`config.mk`:
```
export PLATFORM = sky130hd
export DESIGN_NAME = alu_issue_ctrl
export DESIGN_NICKNAME = d
export VERILOG_FILES = /design/src/rtl/alu_issue_ctrl.sv
export SDC_FILE = /design/constraint.sdc
export NUM_CORES = 1
export LEC_CHECK = 0
export ABC_CLOCK_PERIOD_IN_PS = 1900
export CAP_MARGIN = 10
export CORE_UTILIZATION = 42
export CTS_BUF_LIST = sky130_fd_sc_hd__clkbuf_4 sky130_fd_sc_hd__clkbuf_8
export DETAILED_ROUTE_END_ITERATION = 8
export PLACE_DENSITY = 0.93
export SYNTH_ARGS = -nofsm -noshare
export SYNTH_HDL_FRONTEND = slang
export SYNTH_SLANG_ARGS = --single-unit
```
`constraint.sdc`:
```
create_clock -name clk -period 1.9 [get_ports clk]
set_input_delay 0.38 -clock clk [delete_from_list [all_inputs] [get_ports clk]]
set_output_delay 0.38 -clock clk [all_outputs]
set_load 0.1 [all_outputs]
```
`src/rtl/alu_issue_ctrl.sv`:
```
// ---------------------------------------------------------------------------
// alu_issue_ctrl
//
// Initiator side of the ALU operation interface. Takes one instruction
// request (main-control aluop + funct + operands), decodes it to the 3-bit
// ALU operation code and drives the combinational ALU. Inputs are held for
// SETTLE_CYCLES clocks, then result/zero are captured and returned on a
// valid/ready response handshake.
//
// Parameters
//   WIDTH          operand/result width
//   SETTLE_CYCLES  cycles the ALU inputs are held before capture (1..15)
//
// Ports
//   clk, rst_n                  clock (rising edge), async active-low reset
//   req_valid/req_ready         request handshake
//   req_aluop, req_funct        main-control aluop and R-type funct field
//   req_a, req_b                operands
//   alu_a, alu_b, alu_operation drive to the ALU (operation 000 = quiescent)
//   alu_result, alu_zero        from the ALU
//   rsp_valid/rsp_ready         response handshake
//   rsp_result, rsp_zero        captured ALU outputs
//   rsp_illegal                 request decoded to NOTHING
//
// Optional feature (macro ALU_ISSUE_PERF_EN)
//   perf_ops      responses completed (32 bit, wraps)
//   perf_illegal  illegal responses completed (16 bit, wraps)
//
// States
//   state  | meaning
//   IDLE   | ready for a request, ALU quiescent
//   EXEC   | ALU inputs held, settle counter running
//   RESP   | captured response presented until rsp_ready
// ---------------------------------------------------------------------------
module alu_issue_ctrl #(
    parameter int WIDTH         = 32,
    parameter int SETTLE_CYCLES = 1
) (
    input  logic             clk,
    input  logic             rst_n,
    input  logic             req_valid,
    output logic             req_ready,
    input  logic [1:0]       req_aluop,
    input  logic [5:0]       req_funct,
    input  logic [WIDTH-1:0] req_a,
    input  logic [WIDTH-1:0] req_b,
    output logic [WIDTH-1:0] alu_a,
    output logic [WIDTH-1:0] alu_b,
    output logic [2:0]       alu_operation,
    input  logic [WIDTH-1:0] alu_result,
    input  logic             alu_zero,
    output logic             rsp_valid,
    input  logic             rsp_ready,
    output logic [WIDTH-1:0] rsp_result,
    output logic             rsp_zero,
    output logic             rsp_illegal
`ifdef ALU_ISSUE_PERF_EN
    ,
    output logic [31:0]      perf_ops,
    output logic [15:0]      perf_illegal
`endif
);

    if (SETTLE_CYCLES < 1 || SETTLE_CYCLES > 15) begin : g_bad_settle
        $error("alu_issue_ctrl: SETTLE_CYCLES must be 1..15");
    end

    localparam logic [2:0] OP_NOTHING = 3'b000;
    localparam logic [2:0] OP_ADD     = 3'b001;
    localparam logic [2:0] OP_SUB     = 3'b010;
    localparam logic [2:0] OP_AND     = 3'b011;
    localparam logic [2:0] OP_OR      = 3'b100;
    localparam logic [2:0] OP_SLT     = 3'b101;

    localparam logic [3:0] SETTLE_LAST = 4'(SETTLE_CYCLES - 1);

    typedef enum logic [1:0] {
        S_IDLE = 2'd0,
        S_EXEC = 2'd1,
        S_RESP = 2'd2
    } state_t;

    state_t     state;
    logic [3:0] settle_cnt;
    logic       illegal_reg;
    logic [2:0] dec_op;
    logic       dec_illegal;

    // aluop 10 defers to the funct field; unknown functs map to NOTHING and
    // are flagged so the consumer can tell them apart from a genuine zero.
    always_comb begin
        dec_op      = OP_NOTHING;
        dec_illegal = 1'b0;
        case (req_aluop)
            2'b00: dec_op = OP_ADD;
            2'b01: dec_op = OP_SUB;
            2'b11: dec_op = OP_SLT;
            default: begin
                case (req_funct)
                    6'b100000: dec_op = OP_ADD;
                    6'b100010: dec_op = OP_SUB;
                    6'b100100: dec_op = OP_AND;
                    6'b100101: dec_op = OP_OR;
                    6'b101010: dec_op = OP_SLT;
                    default:   dec_illegal = 1'b1;
                endcase
            end
        endcase
    end

    // Combinational so it drops the instant reset asserts and rises as soon
    // as reset releases into IDLE.
    assign req_ready = rst_n && (state == S_IDLE);

    always_ff @(posedge clk or negedge rst_n) begin
        if (!rst_n) begin
            state         <= S_IDLE;
            settle_cnt    <= '0;
            illegal_reg   <= 1'b0;
            alu_a         <= '0;
            alu_b         <= '0;
            alu_operation <= OP_NOTHING;
            rsp_valid     <= 1'b0;
            rsp_result    <= '0;
            rsp_zero      <= 1'b0;
            rsp_illegal   <= 1'b0;
        end else begin
            case (state)
                S_IDLE: begin
                    if (req_valid) begin
                        alu_a         <= req_a;
                        alu_b         <= req_b;
                        alu_operation <= dec_op;
                        illegal_reg   <= dec_illegal;
                        settle_cnt    <= '0;
                        state         <= S_EXEC;
                    end
                end
                S_EXEC: begin
                    if (settle_cnt == SETTLE_LAST) begin
                        rsp_result    <= alu_result;
                        rsp_zero      <= alu_zero;
                        rsp_illegal   <= illegal_reg;
                        rsp_valid     <= 1'b1;
                        alu_operation <= OP_NOTHING;
                        state         <= S_RESP;
                    end else begin
                        settle_cnt <= settle_cnt + 4'd1;
                    end
                end
                S_RESP: begin
                    if (rsp_ready) begin
                        rsp_valid <= 1'b0;
                        state     <= S_IDLE;
                    end
                end
                default: begin
                    state <= S_IDLE;
                end
            endcase
        end
    end

`ifdef ALU_ISSUE_PERF_EN
    logic rsp_fire;
    assign rsp_fire = rsp_valid && rsp_ready && (state == S_RESP);

    always_ff @(posedge clk or negedge rst_n) begin
        if (!rst_n) begin
            perf_ops     <= '0;
            perf_illegal <= '0;
        end else if (rsp_fire) begin
            perf_ops <= perf_ops + 32'd1;
            if (rsp_illegal) begin
                perf_illegal <= perf_illegal + 16'd1;
            end
        end
    end
`endif

endmodule

```
## Word-level counts from Yosys, hierarchy flattened

Index checks and enable logic that the tools add are counted.

- Register bits after elaboration: 109
- Output and inout port bits: 103
- Word-level logic and storage cells: 55

- Add/subtract/negate cells: 1
- Equality and inequality tests: 13
- Multiplexer cells: 17
- Reductions and logical operators: 14

Operators by type and width:

| operator | count |
|---|---|
| == test 6 bit, second input constant | 5 |
| case mux 3 bit (5 select lines) | 1 |
| AND reduction 3 bit | 4 |
| case mux 3 bit (3 select lines) | 1 |
| 2-to-1 mux 4 bit | 2 |
| != test 2 bit, second input constant | 4 |
| case mux 4 bit (2 select lines) | 1 |
| 2-to-1 mux 2 bit | 3 |
| 2-to-1 mux 3 bit | 2 |
| case mux 2 bit (3 select lines) | 1 |
| case mux 3 bit (2 select lines) | 1 |
| OR reduction 5 bit | 1 |
| adder 4 x 1 -> 4 bit, second input constant | 1 |
| == test 2 x 1 -> 1 bit, second input constant | 2 |
| == test 2 bit, second input constant | 2 |
| logical NOT 2 bit | 2 |
| logical NOT 4 bit | 1 |
| 2-to-1 mux 1 bit | 4 |
| AND reduction 2 bit | 2 |
| nonzero test 2 bit | 2 |
| OR reduction 3 bit | 1 |
| case mux 1 bit (2 select lines) | 1 |
| logical AND 1 bit | 1 |

## Longest topological paths before layout

- Word-level depth: 5
- Mapped depth: 6
- Gate-level depth less buffers: 5

## Least setup slack after synthesis

OpenSTA, ideal clock, no wires.

- Kind: register -> output
- From: reg state[1]
- To: out req_ready
- Arrival: 2.625 ns
- Data required time: 1.520 ns
- Slack: -1.105 ns
- Stages on the path, launching flop included: 2
- Cells stage by stage: dfrtp_1 nor3b_1

- Cells in the longest elaborated chain, start to end: 2

RTL lines:

| what | line | RTL |
|---|---|---|
| start, declared | 83 | `state_t state;` |
| start signal, assigned | 117 | `state <= S_IDLE;` |
| start signal, assigned | 136 | `state <= S_EXEC;` |
| start signal, assigned | 146 | `state <= S_RESP;` |
| logical NOT 2 bit | 113 | `assign req_ready = rst_n && (state == S_IDLE);` |
| logical AND 1 bit | 113 |  |
| end, declared | 42 | `output logic req_ready,` |

Every way passes these cells.

## Worst setup path after layout

- From: reg settle_cnt[0]
- To: reg rsp_result[10]

- Cells in the longest elaborated chain, start to end: 2

RTL lines:

| what | line | RTL |
|---|---|---|
| start, declared | 84 | `logic [3:0] settle_cnt;` |
| start signal, assigned | 148 | `settle_cnt <= settle_cnt + 4'd1;` |
| logical NOT 4 bit | 140 | `if (settle_cnt == SETTLE_LAST) begin` |
| AND reduction 2 bit (no source line) | - |  |
| end signal, assigned | 141 | `rsp_result <= alu_result;` |
| end, declared | 54 | `output logic [WIDTH-1:0] rsp_result,` |

Every way passes these cells.
A chain may end at the register's enable or synchronous reset.

==> reports/metrics.csv <==
stage,metric,value,unit
finish,final net count,742,
clock_network,Hold Buf Count CTS,0,
floorplanning,Core Rows,36,
synth,Yosys top cell by area,dfrtp_1,
synth,Synth Area in Simple Gates,20.8,%
clock_network,htree depth,3,
synth,Synth Area in Compound Gates,2.78,%
synth,largest family of logic cells by synthesized area,simple AND/OR/NAND/NOR gates,
setup_path,Setup crit end kind,flip-flop,
synth,Avg Inst Size Synth,10.5,sq um
sta,Fin. Hold Viols,0,
outcome,status,"finished, final reports clean",
grt,vias in the first global route,3809,
drt,total iterations of the first detailed-routing run,4,
setup_path,crit-path cells,inv_1 -> ha_1 -> nor3b_4 -> nand2_4 -> mux2_2,
clock_network,CTS Buf Count,9,
worst_hold_path,Min-Delay Path Class,in -> async,
clock_network,"CTS clk-pin slew, worst paths",0.10,ns
grt,initial antenna violation count,0,
synth,Post-Syn Instances,414,
floorplanning,die width,104,microns
sta,final worst-path cycle share,93.8,%
sta,final setup violating endpoints,0,
setup_path,"CP delay by family, top",simple AND/OR/NAND/NOR gates,
setup_path,Worst path slowest cell,dfrtp_1,
sta,fmax,0.561,GHz
synth,warnings from Yosys,0,
finish,layout cells sized above 1,26.7,%
sta,unrepaired setup endpoints after global routing,false,
setup_path,Crit Path Class,reg -> reg,
floorplanning,Ports,212,
drt,Avg WL per Cell,14.1,microns
setup_path,Worst Path Required,2.14,ns
placed_design,port bufs,211,
drt,final WL,10.8,mm
synth,Netlist Area Pre-Place,4370,sq um
synth,synthesized flop and latch total,109,
floorplanning,starting density of the core,44.1,%
synth,Synth cell types,32,
synth,Synth Area in Adders,1.72,%
synth,sequential-to-total area share from yosys stat,62.5,%
setup_path,crit-path max cell delay,0.41,ns
synth,xor/xnor share of the synthesized area,0.201,%
finish,Largest regs,"alu_a x32, alu_b x32, rsp_result x32",
grt,first-pass GRT wire length,17.9,mm
clock_network,clock sink count,109,
floorplanning,core footprint,9910,sq um
floorplanning,die height,104,microns
clock_network,Clock Tree Root,clkbuf_8,
sta,Rel. slew slack,63.3,%
drt,vias per cell,4.76,
clock_network,clk_lat worst skew,0.36,ns
synth,post-synth net total,529,
sta,post-layout min period,1.78,ns
finish,fin util,68.1,%
synth,mux contribution to synthesized area,9.00,%
grt,gr ovfl total,0,
drt,residual DRC count,0,
flow_run,MaxCap Viol Count,0,
drt,Initial DRC Count,189,
drt,post-route ant nets,0,
clock_network,CTS Buffer Depth,2,
synth,"top cells by area, synth","dfrtp_1 62%, nand2_1 17%, mux2_2 8.8%",
finish,area grow syn2layout,54.5,%
setup_path,crit path DAT,2.02,ns
drt,Vias,3645,
placed_design,routability congestion estimate from global placement,0.754,
setup_path,Worst Setup Start Kind,flip-flop,
placed_design,HPWL Detailed,8.20,mm
sta,Final Slew Violations,0,
clock_network,Post CTS Setup Buffer Count,0,
clock_network,CTS tree,built,
sta,Worst-Margin Slew,0.551,ns
grt,largest net degree at the start of global routing,110,
clock_network,CTS resizes,0,
setup_path,Crit Path Max Fanout,37,
floorplanning,Die ar.,10800,sq um
synth,top cell type's share of synthesized area,62.5,%
sta,Worst Clk Skew,0.0104,ns
setup_path,CP bufs+invs,1,
finish,# fillers,753,
grt,Total GRT Usage,20.6,%
finish,ant diodes,0,
[worst paths after layout]
path | startpoint | to | slack (ns) | depth (start not counted)
worst max register to register | settle_cnt[0] | rsp_result[10] | 0.12 | 5
worst max-delay path | settle_cnt[0] | rsp_result[10] | 0.12 | 5
max in group asynchronous | rst_n | alu_a[14] | 1.39 | 2
worst min register to register | alu_a[17] | alu_a[17] | 0.48 | 2
min in group clk | alu_a[17] | alu_a[17] | 0.48 | 2
worst min-delay path | rst_n | state[0] | 0.1 | 2
[through the flow]
stage | setup slack [ns] | instances | hold slack (ns) | TNS (ns) | cell area (sq um)
6_report | 0.117 | 765 | 0.0961 | 0 | 6750
4_1_cts | 0.105 | 765 | 0.113 | 0 | 6750
3_5_place_dp | -0.0452 | 749 | 0.464 | -0.631 | 6500
3_3_place_gp | 0.000831 | 749 | 0.460 | 0 | 6500
2_1_floorplan | 0.238 | 414 | 0.0844 | 0 | 4380
5_1_grt | 0.00435 | 765 | 0.145 | 0 | 6750
[cell type report]
type | count | area, sq um | area share, %
sequential | 109 | 2730 | 40.4
timing repair buffer | 220 | 2060 | 30.5
multi-input combinational | 280 | 1520 | 22.6
tap | 133 | 166 | 2.47
clock buffer | 10 | 138 | 2.04
clock inverter | 6 | 110 | 1.63
inverter | 7 | 26.3 | 0.389
[cell families (layout without fill, tap and decap cells)]
logic type      after synthesis  count (layout)
simple gates                219             219
flops                       109             109
mux                          35              35
buf+inv                      25             243
compound gates               19              19
fa+ha+maj                     6               6
xor+xnor                      1               1
[synth_stat cells]
| master | instances |
|---|---|
| nand2_1 | 196 |
| dfrtp_1 | 109 |
| mux2_2 | 34 |
| buf_2 | 13 |
| o21ai_0 | 8 |
| inv_1 | 7 |
| ha_1 | 6 |
| nand2b_1 | 4 |
| nand3_1 | 4 |
| a21oi_1 | 3 |
| buf_6 | 3 |
| a22oi_1 | 2 |
| clkbuf_1 | 2 |
| nand4bb_1 | 2 |
| nor2b_1 | 2 |
| nor3b_1 | 2 |
| or3_1 | 2 |
| a211o_1 | 1 |
| a211oi_1 | 1 |
| a32o_1 | 1 |
| and2_1 | 1 |
| and2b_1 | 1 |
| mux2i_1 | 1 |
| nand2_4 | 1 |
| nor2_1 | 1 |
| nor3b_4 | 1 |
| o211ai_1 | 1 |
| o311ai_0 | 1 |
| o41ai_1 | 1 |
| or3b_1 | 1 |
| or3b_2 | 1 |
| xnor2_1 | 1 |
[worst register-to-register path, stage by stage, from the launching register on]
cell and delay, ns:
dfrtp_1 0.41, inv_1 0.10, ha_1 0.17, nor3b_4 0.27, nand2_4 0.31, mux2_2 0.40
[placed cells by master (no fill, tap or decap), types with 3 or more instances in the layout]
cell type | Yosys | layout
ha_1 | 6 | 6
dfrtp_1 | 109 | 109
a21oi_1 | 3 | 3
clkdlybuf4s50_1 | 0 | 107
mux2_2 | 34 | 34
inv_1 | 7 | 7
buf_4 | 0 | 102
buf_12 | 0 | 11
nand3_1 | 4 | 4
o21ai_0 | 8 | 8
nand2_1 | 196 | 196
bufinv_16 | 0 | 3
clkbuf_8 | 0 | 10
nand2b_1 | 4 | 4
[metal layers]
layer	vias to the layer above	share of wire, %	GRT usage, %	wire, microns
li1	1735	-	-	-
met1	1746	39	23.0	4190
met2	142	53	38.0	5680
met3	22	6.3	4.26	680
met4	0	2.1	8.78	224
met5	-	0	0	0
Power is not shown: default switching activity piles up to over one toggle a cycle in this logic, so the estimate is an artifact.
